**config.mk**
```make
export PLATFORM = sky130hd
export DESIGN_NAME = demux_stream
export DESIGN_NICKNAME = d
export VERILOG_FILES = /design/src/rtl/demux_stream_pkg.sv /design/src/rtl/demux_stream_slot.sv /design/src/rtl/demux_stream.sv
export SDC_FILE = /design/constraint.sdc
export NUM_CORES = 1
export LEC_CHECK = 0
export ABC_AREA = 1
export CAP_MARGIN = 20
export CORE_AREA = 2 2 60 62
export CTS_BUF_LIST = sky130_fd_sc_hd__clkbuf_4
export CTS_CLUSTER_SIZE = 40
export DETAILED_ROUTE_END_ITERATION = 12
export DIE_AREA = 0 0 62 64
export PLACE_DENSITY = 0.77
export SYNTH_ARGS = -nofsm -noshare
export SYNTH_HDL_FRONTEND = slang
export SYNTH_SLANG_ARGS = --single-unit
```
**constraint.sdc**
```tcl
create_clock -name clk -period 1.27 [get_ports clk]
set_input_delay 0.381 -clock clk [delete_from_list [all_inputs] [get_ports clk]]
set_output_delay 0.381 -clock clk [all_outputs]
set_load 0.005 [all_outputs]
```
**src/rtl/demux_stream_pkg.sv**
```systemverilog
// Shared definitions for the demux_stream block: default geometry and the
// helper that derives the select width from the channel count.
package demux_stream_pkg;

    // Default geometry used when the top level is instantiated without overrides
    localparam int DEF_WIDTH = 10;
    localparam int DEF_NCH   = 2;
    localparam int DEF_ERRW  = 8;

    // Supported channel range
    localparam int MIN_NCH = 2;
    localparam int MAX_NCH = 16;

    // Ceiling log2 with a floor of 1, so a select port always has at least one bit
    function automatic int sel_width(input int n);
        int w;
        w = 1;
        while ((1 << w) < n) begin
            w++;
        end
        return w;
    endfunction

endpackage

```
**src/rtl/demux_stream_slot.sv**
```systemverilog
// One-entry output slot of the stream demultiplexer. Holds a word until the
// consumer takes it. Reads as zero while empty. May be drained and reloaded on
// the same edge, so a streaming channel never shows a bubble.
module demux_stream_slot #(
    parameter int WIDTH = 10
) (
    input  logic             clk,
    input  logic             rst,
    input  logic             load,
    input  logic [WIDTH-1:0] load_data,
    input  logic             ready,
    output logic [WIDTH-1:0] data,
    output logic             valid,
    output logic             avail
);

    // A slot can take a new word when it is empty or is being drained this cycle
    assign avail = !valid || ready;

    // Slot register: a load wins over a drain, and a plain drain clears the data back to zero
    always_ff @(posedge clk or posedge rst) begin
        if (rst) begin
            valid <= 1'b0;
            data  <= '0;
        end else if (load) begin
            valid <= 1'b1;
            data  <= load_data;
        end else if (valid && ready) begin
            valid <= 1'b0;
            data  <= '0;
        end
    end

endmodule

```
**src/rtl/demux_stream.sv**
```systemverilog
// Registered 1-to-NCH stream demultiplexer with per-channel valid/ready.
// Words go to one channel (unicast) or to every channel at once (broadcast).
// Each channel has its own slot, so a stalled consumer only blocks traffic
// that needs its slot. Unicast words aimed past the last channel are
// swallowed and counted in a saturating error counter.
module demux_stream
    import demux_stream_pkg::*;
#(
    parameter int  WIDTH = DEF_WIDTH,
    parameter int  NCH   = DEF_NCH,
    parameter int  ERRW  = DEF_ERRW,
    localparam int SELW  = sel_width(NCH)
) (
    input  logic                 clk,
    input  logic                 rst,
    input  logic [WIDTH-1:0]     in_data,
    input  logic [SELW-1:0]      in_sel,
    input  logic                 in_bcast,
    input  logic                 in_valid,
    output logic                 in_ready,
    output logic [NCH*WIDTH-1:0] out_data,
    output logic [NCH-1:0]       out_valid,
    input  logic [NCH-1:0]       out_ready,
    output logic [ERRW-1:0]      err_cnt
);

    logic [NCH-1:0] avail;
    logic [NCH-1:0] hit;
    logic [NCH-1:0] load;
    logic           sel_legal;
    logic           accept;
    logic           illegal_accept;

    // One-hot decode of the select; an out-of-range select matches no channel
    always_comb begin
        hit = '0;
        for (int i = 0; i < NCH; i++) begin
            if (in_sel == SELW'(i)) begin
                hit[i] = 1'b1;
            end
        end
    end

    assign sel_legal = |hit;

    // Ready depends only on slot availability and the request shape, never on in_valid
    always_comb begin
        in_ready = 1'b1;
        if (in_bcast) begin
            in_ready = &avail;
        end else if (sel_legal) begin
            in_ready = |(avail & hit);
        end
    end

    assign accept         = in_valid && in_ready;
    assign illegal_accept = accept && !in_bcast && !sel_legal;

    // Load enables: broadcast writes every slot together, unicast writes only the selected slot
    always_comb begin
        load = '0;
        if (accept) begin
            load = in_bcast ? {NCH{1'b1}} : hit;
        end
    end

    // Saturating count of words discarded because of an out-of-range select
    always_ff @(posedge clk or posedge rst) begin
        if (rst) begin
            err_cnt <= '0;
        end else if (illegal_accept && (err_cnt != {ERRW{1'b1}})) begin
            err_cnt <= err_cnt + 1'b1;
        end
    end

    for (genvar g = 0; g < NCH; g++) begin : g_slot
        demux_stream_slot #(
            .WIDTH (WIDTH)
        ) u_slot (
            .clk       (clk),
            .rst       (rst),
            .load      (load[g]),
            .load_data (in_data),
            .ready     (out_ready[g]),
            .data      (out_data[g*WIDTH +: WIDTH]),
            .valid     (out_valid[g]),
            .avail     (avail[g])
        );
    end

endmodule

```
==> metrics.cfg, run 1 <==
[job]
drv_cap = 0

[die]
dieArea_mm2 = 0.00397
initial_core_util_pct = 34.3
ios = 48
coreArea_mm2 = 0.00328
fp-row-count = 21
die_y_um = 64
dieWidth_um = 62

[clock_network]
clockRootBuffer = clkbuf_4
cts_tree = built
worstSkewPairLatency_ps = 320
cts_sinks = 22
clk_pin_slew_ps = 130
h-tree-depth = 1
cts.hold.buffers_added = 0
clock_path_buffers = 2
cts_buffers = 3

[timing]
timing.fmax_ghz = 0.630
finalMaxSlewViolations = 0
min_period_ps = 1590
final_min_period_over_clock_period_pct = 125
rsz0062_at_grt = true
whs_ps = 362
finalWorstSetupSlack_ps = -317
setup_viol = 17
worst_slew_pin_slew_ps = 512
hold_violations = 0
fin_worst_skew_ps = 10.9
relSlewSlack_pct = 65.8

[drt]
vias = 1118
ant_nets = 0
wl_mm = 3.24
drt_iter0_markers = 33
vias_per_cell = 4.76
route.detailed.drc = 0
drtPass1Iterations = 4
routedWlPerCell_um = 13.8

[worst_setup_path]
slowest_delay_ps = 420
path_class = reg -> out
critPathCaptureType = output port
cpMostUsedCell = nor2_4
rr_endpoint = g_slot[1].u_slot.valid
rr_startpoint = g_slot[0].u_slot.valid
crit_fanout = 2
path_cells = buf_6 > nand2_4 > nor2_4 > nor2_4 > buf_2
start_kind = register
required_ps = 890
arrival_ps = 1210
ff2ff_setup_slack_ps = -60
worst_path_max_delay_cell = dfrtp_1
reg2regPathDepth = 8

[finish]
num_antenna_cells = 0
nets = 207
layout-drive-gt1-share_pct = 41.8
area_growth_pct = 59.2

[logic_synthesis]
synth-simple-area-share_pct = 36.3
synth_compound_area_share_pct = 0
yosysUniqueCellTypes = 15
synth_top_area_share_pct = 48.9
synth_top_family_by_area = simple AND/OR/NAND/NOR gates
synth-edff-count = 0
yosysSeqAreaShare_pct = 48.9
synth.area.mux_share_pct = 0
yosysMostFrequentCell = nand2_1
async_flop_share_pct = 100
yosys_warnings = 0
syn-instance-count = 127
avgSynthCellArea_um2 = 8.87
synthXorXnorAreaFrac_pct = 0
yosys_most_used_dff = dfrtp_1
synth-seq-cells = 22
synth_fa_ha_area_share_pct = 0
synth_area_leaders = dfrtp_1, nand4_1, nand2_1
synth_largest_area_cell = dfrtp_1
yosys-top-cells-count = nand2_1, dfrtp_1, nand3_1, nand4_1, buf_4
syn_area_mm2 = 0.00113

[power_and_ir_drop]
p_comb_share_pct = 34.7
cellInternalPower_mw = 1.54
ir_drop_v = 0.000429
power_mw = 2.20
power_leakage_nw = 0.952
p_clk_share_pct = 24.9
p_per_area_mw_per_mm2 = 1220
p_switching_mw = 0.659
p_sw_share_pct = 30.0
power_frac_seq_pct = 40.4

[min_path]
hold_class = in -> async

[placed_design]
gp_congestion = 0.830
port_buffers = 39
dp.final_hpwl_mm = 2.03

[global_routing]
grt_pass1_wl_mm = 4.36
overflow = 0
groute.usage.overall_pct = 14.6
antenna_found_initial = 0
grt_max_degree = 23
grt_pass1_vias = 1017

[outcome]
status = finished with violations
violations = setup timing

## routing by layer
| metal | GRT usage, % | vias up | wire (um) |
|---|---|---|---|
| met4 | 6.65 | 0 | 72 |
| met2 | 24.2 | 43 | 1720 |
| met5 | 0 | - | 0 |
| met3 | 2.23 | 8 | 154 |
| met1 | 17.9 | 521 | 1290 |
| li1 | - | 546 | - |
## cell usage in the layout, fill, tap and decap left out, types with 2 or more instances in the layout
cell type	n
nand2_1	25
dfrtp_1	22
buf_2	22
buf_4	22
nand4_1	20
clkdlybuf4s50_1	11
nand3_2	10
nand3_1	10
conb_1	8
inv_1	6
dlygate4sd2_1	4
buf_6	4
nor2_1	3
nand2_2	3
nand4_4	3
nor2_4	3
clkbuf_4	3
nand2_4	2
## power by group through the flow
stage	registers [mW]	clock network (mW)	logic [mW]
5_1_grt	0.900	0.591	0.837
2_1_floorplan	0.910	0	0.285
3_3_place_gp	0.903	0	0.635
6_report	0.886	0.547	0.762
3_5_place_dp	0.906	0	0.646
4_1_cts	0.881	0.551	0.657
## per-stage QoR
step	cells	area (um^2)	worst slack, ps	util [%]	TNS (ps)
detailed placement	213	1570	-888	47.7	-11780
global route	235	1790	-378	54.6	-2830
finish	235	1790	-317	54.6	-904
floorplan	134	1150	79.6	-	0
CTS	230	1640	-299	49.9	-1900
global placement	213	1570	-841	47.7	-11500
## critical path, delay by kind of cell (launching register included)
| kind | cells | cell delay [ps] |
|---|---|---|
| buffers and inverters | 2 | 250 |
| DFF | 1 | 420 |
| and+or+nand+nor | 3 | 230 |
## how the worst max path moves through the flow
stage	endpoint	slack (ps)	start	cells past startpoint
after floorplan	in_ready	80	out_ready[0]	5
after global placement	in_ready	-840	in_sel	6
after detailed placement	in_ready	-890	in_sel	6
after CTS	in_ready	-300	g_slot[0].u_slot.valid	5
after global routing	in_ready	-380	g_slot[1].u_slot.valid	5
final	in_ready	-320	g_slot[1].u_slot.valid	5
## registers in the layout, indices dropped and copies added (netlist names)
signal,cells
g_slot.u_slot.valid,2
g_slot.u_slot.data,20
## kinds of logic after synthesis
family / count (synthesis)
and+or+nand+nor: 79
buffers and inverters: 25
DFF: 22
other: 1
## layout make-up
| class | count | area, um^2 |
|---|---|---|
| Multi-Input combinational cell | 89 | 568 |
| Tap cell | 46 | 57.6 |
| Clock buffer | 3 | 22.5 |
| Inverter | 7 | 26.3 |
| Timing Repair Buffer | 67 | 538 |
| Clock inverter | 1 | 30.0 |
| Sequential cell | 22 | 551 |
| Fill cell | 301 | 1490 |
## repair_timing
| action | CTS | global route |
|---|---|---|
| gates cloned | 0 | 3 |
| setup endpoints to repair | 45 | 31 |
| gates resized for setup | 102 | 20 |
| buffers inserted | 13 | 5 |
| pin swaps | 6 | 4 |
No activity file was read; power rests on OpenSTA's default activity.
==> inputs of run 2 (changes only) <==
--- a/config.mk
+++ b/config.mk
@@ -6,7 +6,7 @@
 export NUM_CORES = 1
 export LEC_CHECK = 0
 export ABC_AREA = 1
-export CAP_MARGIN = 20
+export CAP_MARGIN = 10
 export CORE_AREA = 2 2 60 62
 export CTS_BUF_LIST = sky130_fd_sc_hd__clkbuf_4
 export CTS_CLUSTER_SIZE = 40
==> results of run 2 <==
Same layout as run 1: the final DEF is identical, and so are final timing and power.
